==> src/rtl/fpu_pkg.sv <==
// Shared definitions for the FPU sequencer and datapath: stage codes,
// command encodings and format-size helpers.
package fpu_pkg;

    typedef enum logic [3:0] {
        ST_UNPACK = 4'b0000,
        ST_PACK   = 4'b0001,
        ST_ALIGN  = 4'b0010,
        ST_NORM   = 4'b0011,
        ST_SUM    = 4'b0100,
        ST_SUB    = 4'b0101,
        ST_MUL    = 4'b0110,
        ST_DIV    = 4'b1000,
        ST_RESULT = 4'b1110,
        ST_IDLE   = 4'b1111
    } stage_e;

    localparam logic [1:0] CMD_ADD = 2'b00;
    localparam logic [1:0] CMD_SUB = 2'b01;
    localparam logic [1:0] CMD_MUL = 2'b10;
    localparam logic [1:0] CMD_DIV = 2'b11;

    // Wide enough for the largest div_cycles (239) and any sane mul_cycles.
    localparam int CNT_W = 16;

    // Formats are keyed by word width; width-minus-one is accepted too.
    function automatic int exp_bits(input int bitness);
        case (bitness)
            15, 16:   return 5;
            31, 32:   return 8;
            127, 128: return 15;
            255, 256: return 19;
            default:  return 11;
        endcase
    endfunction

    function automatic int mant_bits(input int bitness);
        case (bitness)
            15, 16:   return 11;
            31, 32:   return 24;
            127, 128: return 113;
            255, 256: return 237;
            default:  return 53;
        endcase
    endfunction

    function automatic int div_cycles(input int bitness);
        return mant_bits(bitness) + 2;
    endfunction

endpackage

==> src/rtl/fpu_seq_counter.sv <==
// Loadable down-counter with a zero flag; shared by the mul, div and
// normalize-limit phases of the sequencer.
module fpu_seq_counter
    import fpu_pkg::*;
#(
    parameter int WIDTH = CNT_W
) (
    input  logic             clk,
    input  logic             reset_n,
    input  logic             load,
    input  logic [WIDTH-1:0] load_val,
    input  logic             dec,
    output logic             zero
);

    logic [WIDTH-1:0] count;

    // NOTE: sequential state uses non-blocking assignments and an async clear.
    always_ff @(posedge clk or negedge reset_n) begin
        if (!reset_n) begin
            count <= '0;
        end else if (load) begin
            count <= load_val;
        end else if (dec && (count != '0)) begin
            count <= count - 1'b1;
        end
    end

    assign zero = (count == '0);

endmodule

==> src/rtl/fpu_sequencer.sv <==
// Multi-cycle control FSM stepping the FPU datapath through its stages.
// Optional perf counters are enabled with FPU_SEQUENCER_PERF_EN.
module fpu_sequencer
    import fpu_pkg::*;
#(
    parameter int bitness    = 64,
    parameter int mul_cycles = 4
) (
    input  logic       clk,
    input  logic       reset_n,
    input  logic       cmd_valid,
    output logic       cmd_ready,
    input  logic [1:0] cmd,
    input  logic       dp_special,
    input  logic       dp_norm_done,
    output logic [3:0] stage,
    output logic       stage_en,
    output logic [1:0] op,
    output logic       res_valid,
    input  logic       res_ready,
    output logic       busy
`ifdef FPU_SEQUENCER_PERF_EN
    ,
    output logic [31:0] perf_ops,
    output logic [31:0] perf_busy
`endif
);

    // Counter loads are "cycles - 1" because the zero cycle is the last one spent.
    localparam logic [CNT_W-1:0] MUL_LOAD  = CNT_W'((mul_cycles > 1) ? mul_cycles - 1 : 0);
    localparam logic [CNT_W-1:0] DIV_LOAD  = CNT_W'(div_cycles(bitness) - 1);
    localparam logic [CNT_W-1:0] NORM_LOAD = CNT_W'(mant_bits(bitness));

    stage_e           state;
    logic [1:0]       op_q;
    logic             cnt_load;
    logic             cnt_dec;
    logic [CNT_W-1:0] cnt_val;
    logic             cnt_zero;

    fpu_seq_counter #(.WIDTH(CNT_W)) u_counter (
        .clk      (clk),
        .reset_n  (reset_n),
        .load     (cnt_load),
        .load_val (cnt_val),
        .dec      (cnt_dec),
        .zero     (cnt_zero)
    );

    // The counter is armed on the cycle before each timed phase begins.
    always_comb begin
        cnt_load = 1'b0;
        cnt_dec  = 1'b0;
        cnt_val  = '0;
        case (state)
            ST_UNPACK: begin
                cnt_load = 1'b1;
                cnt_val  = (op_q == CMD_DIV) ? DIV_LOAD : MUL_LOAD;
            end
            ST_SUM, ST_SUB: begin
                cnt_load = 1'b1;
                cnt_val  = NORM_LOAD;
            end
            ST_MUL, ST_DIV: begin
                if (cnt_zero) begin
                    cnt_load = 1'b1;
                    cnt_val  = NORM_LOAD;
                end else begin
                    cnt_dec = 1'b1;
                end
            end
            ST_NORM: cnt_dec = 1'b1;
            default: ;
        endcase
    end

    always_ff @(posedge clk or negedge reset_n) begin
        if (!reset_n) begin
            state <= ST_IDLE;
            op_q  <= CMD_ADD;
        end else begin
            case (state)
                ST_IDLE: begin
                    if (cmd_valid) begin
                        op_q  <= cmd;
                        state <= ST_UNPACK;
                    end
                end
                ST_UNPACK: begin
                    if (dp_special) begin
                        state <= ST_PACK;
                    end else begin
                        case (op_q)
                            CMD_MUL: state <= ST_MUL;
                            CMD_DIV: state <= ST_DIV;
                            default: state <= ST_ALIGN;
                        endcase
                    end
                end
                ST_ALIGN:      state <= (op_q == CMD_SUB) ? ST_SUB : ST_SUM;
                ST_SUM, ST_SUB: state <= ST_NORM;
                ST_MUL, ST_DIV: if (cnt_zero) state <= ST_NORM;
                ST_NORM:       if (dp_norm_done || cnt_zero) state <= ST_PACK;
                ST_PACK:       state <= ST_RESULT;
                ST_RESULT:     if (res_ready) state <= ST_IDLE;
                default:       state <= ST_IDLE;
            endcase
        end
    end

    assign stage     = state;
    assign op        = op_q;
    assign cmd_ready = (state == ST_IDLE);
    assign busy      = (state != ST_IDLE);
    assign res_valid = (state == ST_RESULT);
    assign stage_en  = (state != ST_IDLE) && (state != ST_RESULT);

`ifdef FPU_SEQUENCER_PERF_EN
    always_ff @(posedge clk or negedge reset_n) begin
        if (!reset_n) begin
            perf_ops  <= '0;
            perf_busy <= '0;
        end else begin
            if (res_valid && res_ready) perf_ops <= perf_ops + 32'd1;
            if (busy) perf_busy <= perf_busy + 32'd1;
        end
    end
`endif

endmodule
==> config.mk <==
export PLATFORM = sky130hd
export DESIGN_NAME = fpu_sequencer
export DESIGN_NICKNAME = d
export VERILOG_FILES = /design/src/rtl/fpu_pkg.sv /design/src/rtl/fpu_seq_counter.sv /design/src/rtl/fpu_sequencer.sv
export SDC_FILE = /design/constraint.sdc
export NUM_CORES = 1
export LEC_CHECK = 0
export ABC_AREA = 1
export CAP_MARGIN = 20
export CORE_MARGIN = 2
export CORE_UTILIZATION = 55
export CTS_CLUSTER_DIAMETER = 30
export DETAILED_ROUTE_END_ITERATION = 10
export GPL_TIMING_DRIVEN = 0
export HOLD_SLACK_MARGIN = 0.03
export PLACE_DENSITY = 0.78
export REMOVE_ABC_BUFFERS = 1
export SLEW_MARGIN = 25
export SYNTH_ARGS = -nofsm -noshare
export SYNTH_HDL_FRONTEND = slang
export SYNTH_SLANG_ARGS = --single-unit
==> constraint.sdc <==
create_clock -name clk -period 5.3 [get_ports clk]
set_clock_uncertainty 0.15 [all_clocks]
set_input_delay 0.53 -clock clk [delete_from_list [all_inputs] [get_ports clk]]
set_output_delay 0.53 -clock clk [all_outputs]
set_load 0.01 [all_outputs]
### Yosys cells after proc, flatten, opt, wreduce, memory -nomap -nowiden

Index checks and enable logic that the tools add are counted.

| cells by class | value |
|---|---|
| equality and inequality tests | 18 |
| shifts and indexed selects | 0 |
| div/mod/pow operators | 0 |
| multiplexer cells | 17 |
| order comparisons | 0 |
| add/sub/neg operators | 1 |
| bitwise gates (word level) | 0 |
| reductions and logical operators | 12 |
| multipliers | 0 |

Operators with widths:

| kind | count |
|---|---|
| $mux W16 | 2 |
| $pmux W4 S8 | 1 |
| $mux W4 | 5 |
| $pmux W6 S3 | 1 |
| $logic_not A16 Y1 | 1 |
| $reduce_bool A16 Y1 | 1 |
| $sub A16 B1 Y16 const B | 1 |
| $eq A4 B3 Y1 const B | 3 |
| $eq A4 B4 Y1 const B | 3 |
| $mux W6 | 2 |
| $eq A4 B2 Y1 const B | 2 |
| $ne A4 B4 Y1 const B | 2 |
| $pmux W4 S2 | 1 |
| $ne A2 B2 Y1 const B | 3 |
| $eq A2 B2 Y1 const B | 2 |
| $eq A4 B1 Y1 const B | 1 |
| $logic_not A4 Y1 | 1 |
| $pmux W1 S2 | 2 |
| $reduce_and A4 Y1 | 1 |
| $reduce_or A2 Y1 | 2 |
| $mux W1 | 3 |
| $reduce_or A3 Y1 | 1 |
| $eq A2 B1 Y1 const B | 1 |
| $logic_and A1 B1 Y1 | 2 |
| 4 further kinds | 4 |

| storage, ports and cells | value |
|---|---|
| input port bits | 8 |
| bits in writable memories | 0 |
| bits in registers | 22 |
| bits in latches | 0 |
| memories kept | 0 |
| bits in read-only memories | 0 |
| output and inout port bits | 10 |

### Longest topological paths before layout

Gate-level depths: netlist of the first run.

| logic depth | value |
|---|---|
| word-level depth | 6 |
| mapped depth | 11 |

### Hierarchy

A second synthesis of the first run with hierarchy kept.

| second synthesis, totals | value |
|---|---|
| cells, all modules | 272 |
| area total of the unflattened synthesis | 1778.0 sq um |

Modules (own cells, without submodules):

| module | cells an instance | area an instance (sq um) | instances |
|---|---|---|---|
| fpu_seq_counter | 183 | 1255.0 | 1 |
| fpu_sequencer | 89 | 523.0 | 1 |

### Least setup slack after synthesis of the first run

No wires, ideal clock.

| timing path | value |
|---|---|
| kind | reg2out |
| start | register state[0] (netlist: stage[0]) |
| end | output busy |
| path slack | 3616 ps |
| path buffers | 0 |
| cell stages (with the launch flop) | 4 |
| arrival | 1004 ps |
| path through | dfstp_2 -> nand2_1 -> nor2_2 -> inv_2 |

| between the ends | value |
|---|---|
| cells in the longest elaborated chain, start to end | 1 |

Ends and longest elaborated chain:

| what | RTL line | source |
|---|---|---|
| start: declaration | fpu_sequencer.sv:34 | `stage_e state;` |
| start signal: assignment | fpu_sequencer.sv:100 | `ST_ALIGN: state <= (op_q == CMD_SUB) ? ST_SUB : ST_SUM;` |
| $ne A4 B4 Y1 | fpu_sequencer.sv:114 | `assign busy = (state != ST_IDLE);` |
| end: declaration | fpu_sequencer.sv:21 | `output logic busy` |

Every way passes these cells.

### Final worst setup path of the first run

| timing path | value |
|---|---|
| start | register state[0] (netlist: stage[0]) |
| end | output cmd_ready |

| between the ends | value |
|---|---|
| cells in the longest elaborated chain, start to end | 1 |

Ends and longest elaborated chain:

| what | RTL line | source |
|---|---|---|
| $eq A4 B4 Y1 | fpu_sequencer.sv:113 | `assign cmd_ready = (state == ST_IDLE);` |
| end: declaration | fpu_sequencer.sv:12 | `output logic cmd_ready,` |

Every way passes these cells.

==> results of run 1 <==
-- power by group --
part | switching [mW] | internal (mW) | total (mW) | leakage (nW)
Combinational | 0.488 | 0.289 | 0.777 | 0.685
Clock | 0.0504 | 0.0420 | 0.0923 | 0.0210
Sequential | 0.0869 | 0.251 | 0.337 | 0.277
Total | 0.625 | 0.581 | 1.21 | 0.983
-- final timing paths --
path / end / slack (ns) / depth (start not counted)
hold reg to reg: stage[3] / 0.37 / 2
hold / removal: u_counter.count[12] / 0.01 / 1
max in group asynchronous: stage[0] / 4.62 / 1
setup / recovery: cmd_ready / 2.83 / 3
setup reg to reg: stage[1] / 3.36 / 11
min in group clk: stage[3] / 0.37 / 2
-- through the flow --
stage	util	setup slack, ns
3_5_place_dp	0.6518	3.166
4_1_cts	0.6649	2.805
6_report	0.6631	2.831
2_1_floorplan	-	3.616
5_1_grt	0.6631	2.753
3_3_place_gp	0.6518	3.167
-- Yosys cell counts (all sizes together) --
cell / n / area share
ha: 2 / 0.015
and2: 1 / 0.0039
nor3: 5 / 0.015
nand3: 29 / 0.10
a21boi: 1 / 0.0046
mux2: 1 / 0.0070
xor2: 4 / 0.022
o22ai: 1 / 0.0039
o21ai: 6 / 0.019
buf: 1 / 0.0070
nand2: 88 / 0.22
inv: 28 / 0.068
nand4: 7 / 0.027
clkinv: 1 / 0.0023
o211ai: 3 / 0.017
dfrtp: 18 / 0.28
a21oi: 3 / 0.0093
dfstp: 4 / 0.065
nor2: 41 / 0.11
-- logic make-up after synthesis --
family	count (synthesis)
AND/OR/NAND/NOR	171
buffers and inverters	30
multiplexers	1
XOR/XNOR	4
flip-flops	22
adder cells (fa/ha/maj)	2
AO/OA/AOI/OAI	14
-- state kept, by name, indices dropped and copies added (netlist names) --
| signal | count |
|---|---|
| stage | 4 |
| op | 2 |
| u_counter.count | 16 |
-- cell type report --
cell class                 instances  area share
clock buffer                       4     0.01967
inverter                          29     0.06174
multi-input combinational        192      0.5068
sequential                        22      0.3012
tap                               31     0.02103
timing repair buffer              17     0.08955
-- per-layer routing --
| metal | vias up | GRT usage | routed length (um) |
|---|---|---|---|
| met5 | - | 0 | 0 |
| met4 | 0 | 0.04983 | 35 |
| met3 | 4 | 0.04018 | 169 |
| met2 | 28 | 0.3360 | 1408 |
| met1 | 645 | 0.3634 | 1877 |
| li1 | 821 | - | - |
==> impl_metrics.yaml, run 1 <==
status:
  outcome: "finished clean"
route:
  viasPerCell: 5.078
  drt-total-wl_mm: 3.490
  ant_nets: 0
  drc: 0
  first_iter_violations: 65
  firstDrtPassIters: 4
  wl_per_cell_um: 11.83
  vias: 1498
critical_path:
  cp.arrival_ns: 1.79
  cp-startpoint: "stage[0]"
  crit_path_max_fanout: 8
  path_cells: "nand2_1 -> nor2_2 -> clkdlybuf4s50_1"
  startpoint_type: "flip-flop"
  cp-end-kind: "output port"
  timing.critical_path.buf_inv: 1
  worstSetupPathType: "reg -> out"
  crit_family: "flip-flops"
  required_ns: 4.62
  max_stage_delay_ns: 0.64
  regToRegStartpoint: "u_counter.count[0]"
  crit_slowest_cell: "dfstp_2"
floorplan:
  die_y_um: 58.20
  start_util: 0.5807
  die_x_um: 58.20
  dieArea_um2: 3387
  core_um2: 2781
  io_pins: 18
  fp-row-count: 19
timing:
  rsz0062_at_grt: "no"
  clock.fmax_mhz: 405.1
  period_minus_slack_ns: 2.469
  hold_violations: 0
  slew_viol_final: 0
  setup_tns_ns: 0
  finalCritPeriodShare: 0.4658
  worstMarginPinSlew_ns: 0.4959
  hold_slack_ns: 0.01278
  max_slew_margin: 0.6694
  setup_viol: 0
yosys:
  synth_area_um2: 1615
  synth_fa_ha_area_frac: 0.01549
  ys_types: 29
  synth_area_per_cell_um2: 6.620
  synth_compound_area_frac: 0.05345
  synth_xor_area_frac: 0.02169
  ys_warn_count: 0
  ys_seq_elements: 22
  muxShareOfSynthArea: 0.006971
  ys_seq_area_frac: 0.3439
  netlist_instances: 244
  synthSimpleGateAreaFrac: 0.4810
  synth_top_family_by_area: "simple AND/OR/NAND/NOR gates"
global_route:
  grt_remaining_overflow: 0
  track_usage: 0.2329
  antenna_found_initial: 0
  grt_start_max_net_pins: 23
  grt_pass1_vias: 1340
  grt_pass1_wl_mm: 6.113
cells_and_area:
  final_cell_mix: "nand2_1, nor2_1, nand3_1"
  multi_input_area_um2: 934.6
  antenna_cells: 0
  num-nets-final: 275
  register_area_um2: 555.5
  stdcell_count: 295
  final_common_cell: "nand2_1"
  fillCellCount: 250
  drive_gt1_frac: 0.1098
  stdcell_area_um2: 1844
  area_growth_pct: 14.18
placed_design:
  place_area_um2: 1813
  hpwl_mm: 2.705
  globalplace.congestion: 0.8472
  port_buffers: 17
  placed_cells: 291
clocking:
  post_cts_buffers: 0
  cts_tree: "yes"
  cts_resized: 0
  clockRootBuffer: "clkbuf_4"
  hold_buffers: 0
  cts.sinks: 22
  clk_latency_ns: 0.31
  cts_buffers: 3
  clock_path_buffers: 2
  cts.htree.levels: 1
  clkTransAtPathRegs_ns: 0.13
pwr:
  fin_total_pwr_mw: 1.206
  leakage_nw: 0.9830
  power_density_nw_per_um2: 654.1
  ir_worst_vdd_uv: 463.3
worst_hold_path:
  hp-class: "in -> async"
flow_run:
  max_cap_violations: 0
No activity file was read; power rests on OpenSTA's default activity.
==> run 2, diff against run 1 <==
==> constraint.sdc (replaced) <==
create_clock -name clk -period 2.5 [get_ports clk]
set_clock_uncertainty 0.15 [all_clocks]
set_input_delay 0.25 -clock clk [delete_from_list [all_inputs] [get_ports clk]]
set_output_delay 0.25 -clock clk [all_outputs]
set_load 0.01 [all_outputs]
==> impl_metrics.yaml, run 2 (synthesis results as in run 1) <==
critical_path:
  crit_path_max_fanout: 8
  path_cells: "nand2_1 -> nor2_2 -> clkdlybuf4s50_1"
  worstSetupPathType: "reg -> out"
  max_stage_delay_ns: 0.65
  startpoint_type: "flip-flop"
  crit_family: "flip-flops"
  timing.critical_path.buf_inv: 1
  required_ns: 2.10
  cp.arrival_ns: 1.79
  crit_slowest_cell: "dfstp_2"
  cp-end-kind: "output port"
clocking:
  clock_path_buffers: 2
  clockRootBuffer: "clkbuf_4"
  cts.htree.levels: 1
  cts.sinks: 22
  clkTransAtPathRegs_ns: 0.13
  clk_latency_ns: 0.31
  cts_tree: "yes"
  cts_buffers: 3
cells_and_area:
  num-nets-final: 276
  antenna_cells: 0
  area_growth_pct: 14.79
  drive_gt1_frac: 0.1094
  regMostFlops: "u_counter.count"
  final_cell_mix: "nand2_1, nor2_1, nand3_1"
  stdcell_count: 296
  fillCellCount: 249
  post-route-util: 0.6667
  final_common_cell: "nand2_1"
  largest_reg_flops: 16
global_route:
  antenna_found_initial: 0
  track_usage: 0.2329
  grt_pass1_wl_mm: 6.113
  grt_pass1_vias: 1340
  grt_start_max_net_pins: 23
  grt_remaining_overflow: 0
timing:
  clock.fmax_mhz: 456.5
  rsz0062_at_grt: "no"
  hold_slack_ns: 0.2808
  setup_viol: 0
  finalCritPeriodShare: 0.8763
  worstMarginPinSlew_ns: 0.4969
  max_slew_margin: 0.6687
  period_minus_slack_ns: 2.191
  hold_violations: 0
  slew_viol_final: 0
  setup_tns_ns: 0
floorplan:
  io_pins: 18
  start_util: 0.5807
  core_um2: 2781
  fp-row-count: 19
  die_x_um: 58.20
  dieArea_um2: 3387
  die_y_um: 58.20
placed_design:
  globalplace.congestion: 0.8472
  port_buffers: 17
  hpwl_mm: 2.705
  placed_cells: 291
status:
  outcome: "finished clean"
route:
  viasPerCell: 5.074
  firstDrtPassIters: 4
  drc: 0
  wl_per_cell_um: 11.84
  drt-total-wl_mm: 3.505
  first_iter_violations: 60
  ant_nets: 0
  vias: 1502
pwr:
  ir_worst_vdd_uv: 983.6
  leakage_nw: 0.9872
  power_density_nw_per_um2: 1381
worst_hold_path:
  hp-class: "in -> async"
flow_run:
  max_cap_violations: 0
[run 2: cell count changes in the layout (fill, tap and decap cells not counted)]
cell           previous run  this run
dlygate4sd3_1             0         1
[run 2: worst paths after layout]
check                                    from                   to  slack, ns  depth (start not counted)
setup / recovery                     stage[0]            cmd_ready       0.31                          3
hold / removal                        reset_n  u_counter.count[12]       0.28                          2
setup reg to reg           u_counter.count[0]             stage[1]       0.56                         11
hold reg to reg                      stage[3]             stage[3]       0.37                          2
max in group asynchronous             reset_n             stage[0]       1.55                          2
min in group clk                       cmd[1]                op[1]       0.35                          3
[run 2: worst register-to-register path: stages (launching register included)]
cell and delay [ns]:
dfrtp_1 0.36, clkinv_1 0.22, ha_1 0.32, nand3_1 0.09
nor2_1 0.04, nand2_1 0.12, nand2_4 0.10, inv_4 0.16
nand2_2 0.11, nand2_2 0.10, nand2_1 0.05, nand2_1 0.06
[run 2: layout make-up]
type,count,area (um^2),area share
Multi-Input combinational cell,192,934.6,0.5040
Sequential cell,22,555.5,0.2996
Timing Repair Buffer,18,175.2,0.09447
Inverter,29,113.9,0.06140
Tap cell,31,38.79,0.02092
Clock buffer,4,36.28,0.01957
[run 2: timing repair]
action                                  in CTS  in global routing
buffers inserted                             0                  0
hold endpoints to repair                     0                 18
hold buffers                                 0                  1
endpoints found under the setup margin       0                  0
resized for setup                            0                  0
[run 2: stage by stage]
step / total power [mW] / cell area, um^2 / worst slack (ns)
after global routing: 2.834 / 1854 / 0.2332
after detailed placement: 2.355 / 1813 / 0.5879
after global placement: 2.333 / 1813 / 0.6047
after CTS: 2.559 / 1849 / 0.2845
after floorplan: 1.908 / 1604 / 0.8358
final: 2.560 / 1854 / 0.3092
[run 2: routing by layer]
metal,wire [um],GRT usage,vias up,part of all wire
li1,-,-,823,-
met1,1886,0.3634,647,0.54
met2,1409,0.3360,28,0.40
met3,169,0.04018,4,0.048
met4,40,0.04983,0,0.011
met5,0,0,-,0
[run 2: report_power, final]
group | switching [mW] | leakage (nW) | internal [mW] | total, mW
clock network | 0.107 | 0.0210 | 0.0890 | 0.196
logic | 1.04 | 0.689 | 0.613 | 1.65
registers | 0.185 | 0.277 | 0.531 | 0.716
total | 1.33 | 0.987 | 1.23 | 2.56
==> run 3, diff against run 2 <==
--- a/config.mk
+++ b/config.mk
@@ -7,14 +7,17 @@
 export LEC_CHECK = 0
 export ABC_AREA = 1
 export CAP_MARGIN = 20
+export CORE_ASPECT_RATIO = 1.4
 export CORE_MARGIN = 2
 export CORE_UTILIZATION = 55
 export CTS_CLUSTER_DIAMETER = 30
 export DETAILED_ROUTE_END_ITERATION = 10
 export GPL_TIMING_DRIVEN = 0
 export HOLD_SLACK_MARGIN = 0.03
+export MAX_ROUTING_LAYER = met4
 export PLACE_DENSITY = 0.78
 export REMOVE_ABC_BUFFERS = 1
+export SKIP_LAST_GASP = 1
 export SLEW_MARGIN = 25
 export SYNTH_ARGS = -nofsm -noshare
 export SYNTH_HDL_FRONTEND = slang
==> impl_metrics.yaml, run 3 (synthesis results as in run 1) <==
status:
  outcome: "finished clean"
floorplan:
  fp-row-count: 23
  io_pins: 18
  die_x_um: 49.80
  dieArea_um2: 3392
  die_y_um: 68.12
  core_um2: 2820
  start_util: 0.5728
clocking:
  cts.sinks: 22
  clkTransAtPathRegs_ns: 0.08
  cts.htree.levels: 1
  cts_tree: "yes"
  clock_path_buffers: 2
  cts_resized: 0
  clockRootBuffer: "clkbuf_8"
  clk_latency_ns: 0.26
  cts_buffers: 3
timing:
  hold_slack_ns: 0.3297
  finalCritPeriodShare: 0.8600
  clock.fmax_mhz: 465.1
  setup_tns_ns: 0
  max_slew_margin: 0.6771
  rsz0062_at_grt: "no"
  period_minus_slack_ns: 2.150
  worstMarginPinSlew_ns: 0.4843
  hold_violations: 0
  slew_viol_final: 0
  setup_viol: 0
critical_path:
  required_ns: 2.10
  crit_family: "flip-flops"
  cp.arrival_ns: 1.75
  startpoint_type: "flip-flop"
  crit_slowest_cell: "dfstp_2"
  max_stage_delay_ns: 0.64
  timing.critical_path.buf_inv: 1
  r2r_slack_ns: 0.56
  cp-end-kind: "output port"
  crit_path_max_fanout: 8
  worstSetupPathType: "reg -> out"
  path_cells: "nand2_1 -> nor2_2 -> clkdlybuf4s50_1"
pwr:
  ir_worst_vdd_uv: 870.1
  sw_frac_of_total: 0.5128
  internal_power_mw: 1.258
  power_density_nw_per_um2: 1380
  leakage_nw: 0.9890
  p_sw_mw: 1.324
  clockPowerShare: 0.086
  p_comb_frac: 0.633
  seqPwrFrac: 0.280
route:
  wl_per_cell_um: 12.01
  viasPerCell: 5.325
  drt-total-wl_mm: 3.626
  first_iter_violations: 25
  drc: 0
  ant_nets: 0
  firstDrtPassIters: 4
  vias: 1608
global_route:
  busiest_layer: "met2"
  grt_pass1_wl_mm: 6.561
  track_usage: 0.2586
  grt.met3_usage: 0.02183
  grt_pass1_vias: 1580
  use_met2: 0.4817
  grt_use_met1: 0.2710
  grt_start_max_net_pins: 23
  antenna_found_initial: 0
  grt_remaining_overflow: 0
cells_and_area:
  multi_input_area_um2: 934.6
  drive_gt1_frac: 0.1057
  num-nets-final: 276
  fillCellCount: 279
  final_cell_mix: "nand2_1, nor2_1, nand3_1"
  stdcell_count: 302
  largest_reg_flops: 16
  post-route-util: 0.6633
  antenna_cells: 0
  register_area_um2: 555.5
  regMostFlops: "u_counter.count"
  area_growth_pct: 15.80
  final_common_cell: "nand2_1"
placed_design:
  globalplace.congestion: 0.9108
  placed_cells: 297
  port_buffers: 17
  hpwl_mm: 2.895
worst_hold_path:
  hp-class: "in -> async"
flow_run:
  max_cap_violations: 0
run 3: changes by cell type in the layout (fill, tap and decap cells not counted):
cell | previous run | this run
clkbuf_4 | 3 | 0
clkbuf_1 | 0 | 1
clkbuf_8 | 1 | 3
run 3: through the flow:
step	setup slack (ns)	total power [mW]	instance area (um^2)
2_1_floorplan	0.8358	1.908	1604
4_1_cts	0.3376	2.613	1866
3_3_place_gp	0.5892	2.363	1821
5_1_grt	0.2832	2.880	1871
3_5_place_dp	0.5369	2.386	1821
6_report	0.3499	2.582	1871
run 3: metal layers:
layer / part of all wire / vias up
met2: 0.53 / 36
li1: - / 824
met1: 0.41 / 738
met5: 0 / -
met3: 0.034 / 10
met4: 0.031 / 0
run 3: power by group through the flow:
stage | sequential, mW | combinational, mW | clock, mW
5_1_grt | 0.744 | 1.90 | 0.241
4_1_cts | 0.722 | 1.66 | 0.230
3_3_place_gp | 0.729 | 1.63 | 0
2_1_floorplan | 0.697 | 1.21 | 0
3_5_place_dp | 0.727 | 1.66 | 0
6_report | 0.724 | 1.63 | 0.223
run 3: final timing paths:
kind	to	cells after the start	from
min reg2reg	u_counter.count[14]	2	u_counter.count[14]
min	u_counter.count[15]	2	reset_n
max reg2reg	stage[1]	11	u_counter.count[0]
max	cmd_ready	3	stage[0]
max in group asynchronous	stage[3]	2	reset_n
min in group clk	u_counter.count[14]	2	u_counter.count[14]
run 3: timing repair:
action / 4_1_cts / 5_1_grt
buffers inserted: 0 / 0
hold endpoints to repair: 0 / 18
endpoints found under the setup margin: 0 / 0
hold buffers: 0 / 1
run 3: final cells by class:
type | count | share of cell area
inverters | 29 | 0.06087
flip-flops and latches | 22 | 0.2970
clock buffers | 4 | 0.02408
well taps | 37 | 0.02475
multi-input cells | 192 | 0.4997
repair buffers | 18 | 0.09365
